==> config.mk <==
export PLATFORM = sky130hd
export DESIGN_NAME = demux1a4_descp_cond
export DESIGN_NICKNAME = d
export VERILOG_FILES = /design/src/rtl/demux1a4_descp_cond.sv
export SDC_FILE = /design/constraint.sdc
export NUM_CORES = 1
export LEC_CHECK = 0
export BUFFER_PORTS_ARGS = -buffer_cell sky130_fd_sc_hd__buf_2
export CAP_MARGIN = 20
export CORE_UTILIZATION = 40
export CTS_CLUSTER_DIAMETER = 120
export DETAILED_ROUTE_END_ITERATION = 16
export SKIP_CTS_REPAIR_TIMING = 1
export SLEW_MARGIN = 10
export SYNTH_ARGS = -nofsm -noshare
export SYNTH_HDL_FRONTEND = slang
export SYNTH_SLANG_ARGS = --single-unit
==> constraint.sdc <==
create_clock -name clk_4f -period 2.24 [get_ports clk_4f]
set_input_delay 0.336 -clock clk_4f [delete_from_list [all_inputs] [get_ports clk_4f]]
set_output_delay 0.336 -clock clk_4f [all_outputs]
set_load 0.02 [all_outputs]
==> src/rtl/demux1a4_descp_cond.sv <==
// 1:4 round-robin lane demux: assembles 4-word groups from one serial stream, flushes stalled partial groups.
// Latency 1 cycle after the completing word; no backpressure, every valid_in word is accepted.
module demux1a4_descp_cond #(
    parameter int DATA_W   = 8,
    parameter int IDLE_MAX = 4
) (
    input  logic              clk_4f,
    input  logic              reset,
    input  logic              valid_in,
    input  logic [DATA_W-1:0] data_in,
    output logic              validout0,
    output logic              validout1,
    output logic              validout2,
    output logic              validout3,
    output logic [DATA_W-1:0] dataout0,
    output logic [DATA_W-1:0] dataout1,
    output logic [DATA_W-1:0] dataout2,
    output logic [DATA_W-1:0] dataout3,
    output logic              group_done,
    output logic              partial_flush
);

    typedef enum logic {IDLE, FILL} state_t;

    localparam logic [7:0] IDLE_LAST = 8'(IDLE_MAX - 1);

    state_t            state, state_nxt;
    logic [1:0]        ptr, ptr_nxt;
    logic [3:0]        filled, filled_nxt;
    logic [7:0]        idle_cnt, idle_nxt;
    logic [DATA_W-1:0] stage [4];

    logic [3:0]        vld, vld_nxt;
    logic [DATA_W-1:0] dout [4];
    logic [DATA_W-1:0] dout_nxt [4];
    logic              gd, gd_nxt;
    logic              pf, pf_nxt;

    always_comb begin
        state_nxt  = state;
        ptr_nxt    = ptr;
        filled_nxt = filled;
        idle_nxt   = idle_cnt;
        vld_nxt    = 4'b0000;
        gd_nxt     = 1'b0;
        pf_nxt     = 1'b0;
        for (int k = 0; k < 4; k++) dout_nxt[k] = dout[k];

        if (valid_in) begin
            idle_nxt = 8'd0;
            if (ptr == 2'd3) begin
                // Lane 3 comes straight from the completing word, not from stage.
                vld_nxt     = 4'b1111;
                gd_nxt      = 1'b1;
                dout_nxt[0] = stage[0];
                dout_nxt[1] = stage[1];
                dout_nxt[2] = stage[2];
                dout_nxt[3] = data_in;
                ptr_nxt     = 2'd0;
                filled_nxt  = 4'b0000;
                state_nxt   = IDLE;
            end else begin
                filled_nxt[ptr] = 1'b1;
                ptr_nxt         = ptr + 2'd1;
                state_nxt       = FILL;
            end
        end else if (state == FILL) begin
            if (idle_cnt == IDLE_LAST) begin
                vld_nxt = filled;
                pf_nxt  = 1'b1;
                for (int k = 0; k < 4; k++) begin
                    if (filled[k]) dout_nxt[k] = stage[k];
                end
                ptr_nxt    = 2'd0;
                filled_nxt = 4'b0000;
                idle_nxt   = 8'd0;
                state_nxt  = IDLE;
            end else begin
                idle_nxt = idle_cnt + 8'd1;
            end
        end else begin
            idle_nxt = 8'd0;
        end
    end

    always_ff @(posedge clk_4f) begin
        if (reset) begin
            state    <= IDLE;
            ptr      <= 2'd0;
            filled   <= 4'b0000;
            idle_cnt <= 8'd0;
            vld      <= 4'b0000;
            gd       <= 1'b0;
            pf       <= 1'b0;
            for (int k = 0; k < 4; k++) dout[k] <= '0;
        end else begin
            state    <= state_nxt;
            ptr      <= ptr_nxt;
            filled   <= filled_nxt;
            idle_cnt <= idle_nxt;
            vld      <= vld_nxt;
            gd       <= gd_nxt;
            pf       <= pf_nxt;
            for (int k = 0; k < 4; k++) dout[k] <= dout_nxt[k];
        end
    end

    // Stage contents need no reset: the filled mask decides what is ever read out.
    always_ff @(posedge clk_4f) begin
        if (valid_in) stage[ptr] <= data_in;
    end

    assign validout0     = vld[0];
    assign validout1     = vld[1];
    assign validout2     = vld[2];
    assign validout3     = vld[3];
    assign dataout0      = dout[0];
    assign dataout1      = dout[1];
    assign dataout2      = dout[2];
    assign dataout3      = dout[3];
    assign group_done    = gd;
    assign partial_flush = pf;

endmodule

-- Word level (Yosys, flattened, before mapping)
Memories as Yosys holds them, arrays and structs flattened.
Cells that the tools add are included.
- add/sub/neg operators: 2
- multiply operators: 0
- div/mod/pow operators: 0
- order comparisons: 2
- eq/ne operators: 2
- shift operators: 0
- multiplexer cells: 37
- bitwise gates (word level): 7
- reductions and logical operators: 7
- operator list (kind ; number):
    $mux 32 ; 4
    $mux 8 ; 8
    $mux 4 ; 8
    $mux 1 ; 12
    $add 8x1->8 const B ; 1
    $eq 8x2->1 const B ; 1
    $mux 2 ; 4
    $or 1x1->1 ; 4
    $or 4x4->4 ; 1
    $reduce_bool 2->1 ; 2
    $reduce_or 4->1 ; 1
    $lt 2x3->1 const B ; 1
    $reduce_or 3->1 ; 1
    $add 2x1->2 const B ; 1
    $demux 1 s2 ; 1
    $eq 2x2->1 const B ; 1
    $ge 2x1->1 const B ; 1
    $not 1->1 ; 2
    $reduce_and 2->1 ; 1
    $reduce_or 2->1 ; 1
    $logic_and 1x1->1 ; 1
- bits in registers: 21
- bits in latches: 0
- RAM bits: 64
- bits in read-only memories: 0
- bits of input ports: 11
- word-level logic and storage cells: 66
- memories kept: 2
- memory list (memory ; depth ; width ; rd ports ; clocked after memory_dff ; write ports ; RTL line ; RTL):
    dout ; 4 ; 8 ; 4 ; 0 ; 4 ; 34 ; logic [DATA_W-1:0] dout [4];
    stage ; 4 ; 8 ; 4 ; 0 ; 1 ; 31 ; logic [DATA_W-1:0] stage [4];

-- Longest topological paths before layout
- depth in word-level cells: 7
- depth in mapped cells: 6

-- Worst setup path before layout
OpenSTA, ideal clock, no wires.
- path kind: register to register
- from: register idle_cnt[0]
- to: memory dout[1][0]
- setup time: 0.072 ns
- arrival: 1.809 ns
- required time: 2.168 ns
- path slack: 0.359 ns
- cell stages (with the launch flop): 6
- buffers on the path: 0
- period minus slack after synthesis: 1.881 ns
- cell sequence: dfxtp_1 ha_1 or4b_4 o21ba_4 a21oi_4 mux2i_1
- RTL lines (element ; RTL line ; RTL):
    start, declared ; 30 ; logic [7:0] idle_cnt, idle_nxt;
    start signal, assigned ; 100 ; idle_cnt <= idle_nxt;
    end, declared ; 34 ;

==> metrics.md <==
| Metric | Value |
|---|---|
| Outcome | finished, final reports clean |
| N_diodes | 0 |
| Main synth FF type | dfxtp_1 |
| 1st-iter DRT viols | about 130 |
| Largest net degree at the start of global routing | 64 |
| Worst-path fanout max | 8 |
| Core area | 0.00789 mm^2 |
| Clk sink count | 85 |
| Slew HR | 0.555 |
| Area contributors post-synth | dfxtp_1, edfxtp_1, mux2i_1, nand2b_1, a311oi_1 |
| CTS Buf Count | 9 |
| Post-Syn Area | between 0.003 and 0.004 mm^2 |
| Via count | between 2k and 2.5k |
| Final period util | 0.920 |
| Gr usage total | 0.153 |
| Max-slew violation count | 0 |
| Post-route DRC | 0 |
| Critical path class | flip-flop to flip-flop |
| PD cells | roughly 750 mW/mm^2 |
| Post-Syn Instances | 266 |
| Worst-path cell chain | ha_1 -> or4b_4 -> o21ba_4 -> a21oi_4 -> mux2i_1 |
| Root Driver | clkbuf_8 |
| Vias per Instance | 4.75 |
| Final setup vio count | 0 |
| DRT met1 WL | 2.99 mm |
| HPWL Detailed | 4.07 mm |
| GR Overflow Total | 0 |
| Count of buffers from port buffering | 48 |
| Vias in the first global route | 1911 |
| Post-synth EDFFs | 32 |
| CP Data Arrival Time | 2.35 ns |
| Setup crit end kind | flip-flop |
| Tightest Pin Transition | 0.665 ns |
| Clock latency on the worst-skew pair | 0.36 ns |
| Power, Total | 0.00292 W |
| Largest area contributor in the synthesized netlist | dfxtp_1 |
| DR WL met2 | 2.76 mm |
| TNS Setup | 0 ns |
| Total Routed Length | around 6.1 mm |
| RePlAce Congestion | ~0.75 |
| Die Y | slightly above 90 um |
| Max Freq | between 0.4 and 0.5 GHz |
| Post-synthesis sequential area ratio | 0.608 |
| RSZ-0062 raised after global routing | no |
| Yosys warning count | 0 |
| Global-route wire length before repair | just under 10 mm |
| Synth top area share | 0.319 |
| Drt pass-1 iters | 5 |
| Fin util | 0.494 |
| Async SR Flop Fraction | 0 |
| Area growth syn-to-layout | 17.3% |
| Row count | 32 |
| Seq cells post-synth | 85 |
| Leakage | between 1.5 and 2 nW |
| Die X | 93.2 um |
| Yosys cell types | 32 |
| Initial antenna violation count | 0 |
| CTS tree | built |
| Final nets | 336 |
| Max cap viols | 0 |
| Delay-heaviest family, CP | compound AO/OA/AOI/OAI gates |
| Post-place instance area | approximately 0.0037 mm^2 |
| Drt wl/cell | 14.3 um |
| Post-route ant nets | 0 |
| Filler instances | between 700 and 800 |
| Fin crit period | 2.06 ns |
| Average size of a mapped cell | 12.5 um^2 |
| Initial Utilization | 0.421 |
| Htree depth | 3 |
| Final hold viol count | 0 |
| Worst path max stage delay | 0.53 ns |
| Ratio of cells with drive above 1 in the final layout | 0.252 |
| Fin area | 0.00390 mm^2 |
| Worst vdd ir | between 0.0004 and 0.0005 V |
| Met3 WL | 285 um |
| Die area | 0.00868 mm^2 |
| Crit path required time | 2.53 ns |
| Clk slew on worst S/H paths | approximately 0.090 ns |
| Clock Path Buffers | 2 |
| Worst Clk Skew | about 0.014 ns |
| Launching element type of the critical path | flip-flop |
| IO Pins | 49 |
| Min-delay worst type | primary input to flip-flop |
| Syn nets | 282 |
| Buffers and inverters on the worst path | 0 |
| Slowest CP cell | or4b_4 |
| Max Used Layer | met4 |
==> synthesized netlist by cell type, drive strengths merged, types with 2 or more instances <==
library cell   n
a311oi         8
and2           3
xor2           5
nand3          5
clkbuf         8
o21ai          4
inv            5
and3           2
nor2          12
ha             5
edfxtp        32
a21oi         14
nand2          3
nand2b        50
mux2i         32
buf            4
a211oi         2
or4b           2
a21o           4
or2b           2
nor2b          4
dfxtp         53
==> through the flow <==
step | worst slack [ns] | hold slack, ns | std cells
floorplan | 0.359 | 0.427 | 266
global placement | 0.225 | 0.444 | 411
detailed placement | 0.186 | 0.448 | 411
CTS | 0.158 | 0.215 | 427
global route | 0.0336 | 0.217 | 427
finish | 0.179 | 0.240 | 427
==> metal layers <==
| layer | global-route usage | vias up |
|---|---|---|
| met2 | 0.225 | 47 |
| met5 | 0 | - |
| met1 | 0.208 | 941 |
| met3 | 0.0545 | 6 |
| met4 | 0.0538 | 0 |
| li1 | - | 1035 |
==> report_power, final <==
part           leakage (nW)  switching [W]  internal (W)
clock network         0.101       0.000580      0.000530
registers             0.722      0.0000158       0.00164
logic                 0.755      0.0000945     0.0000637
==> state kept, by name (all words and copies together) (netlist names) <==
name	flops
dout	32
filled	4
group_done	1
idle_cnt	8
partial_flush	1
ptr	2
stage	32
state	1
vld	4
==> final cells by class <==
| type | instances | area [um^2] | area share |
|---|---|---|---|
| multi-input combinational | 164 | 1230 | 0.317 |
| timing repair buffer | 55 | 293 | 0.0751 |
| clock buffer | 9 | 124 | 0.0318 |
| tap | 102 | 128 | 0.0327 |
| clock inverter | 7 | 78.8 | 0.0202 |
| sequential | 85 | 2020 | 0.519 |
| inverter | 5 | 18.8 | 0.00482 |
==> logic make-up (layout without fill, tap and decap cells) <==
logic type,after synthesis,in the layout,synth area share
compound gates,36,36,0.0828
mux,32,32,0.0964
simple gates,85,85,0.157
buf+inv,17,76,0.0203
flops,85,85,0.608
fa+ha+maj,5,5,0.0188
xor+xnor,6,6,0.0158
==> placed cells by master (no fill, tap or decap), types with 5 or more instances in the layout <==
master / Yosys / layout
a21oi_1: 12 / 12
a311oi_1: 8 / 8
buf_2: 3 / 48
buf_4: 0 / 7
clkbuf_8: 0 / 9
dfxtp_1: 53 / 53
edfxtp_1: 32 / 32
ha_1: 5 / 5
inv_1: 5 / 5
mux2i_1: 32 / 32
nand2b_1: 50 / 50
nand3_1: 5 / 5
nor2_1: 12 / 12
xor2_1: 5 / 5
==> worst paths after layout <==
| path | cells past startpoint | endpoint | from | slack [ns] |
|---|---|---|---|---|
| setup / recovery | 5 | dout[2][3]$_SDFFE_PP0P_ | idle_cnt[0]$_SDFF_PP0_ | 0.18 |
| hold / removal | 2 | group_done$_SDFF_PP0_ | reset | 0.24 |
| setup reg to reg | 5 | dout[2][3]$_SDFFE_PP0P_ | idle_cnt[0]$_SDFF_PP0_ | 0.18 |
| hold reg to reg | 1 | vld[3]$_SDFF_PP0_ | filled[3]$_SDFFE_PP0P_ | 0.47 |
No activity file was read; power rests on OpenSTA's default activity.
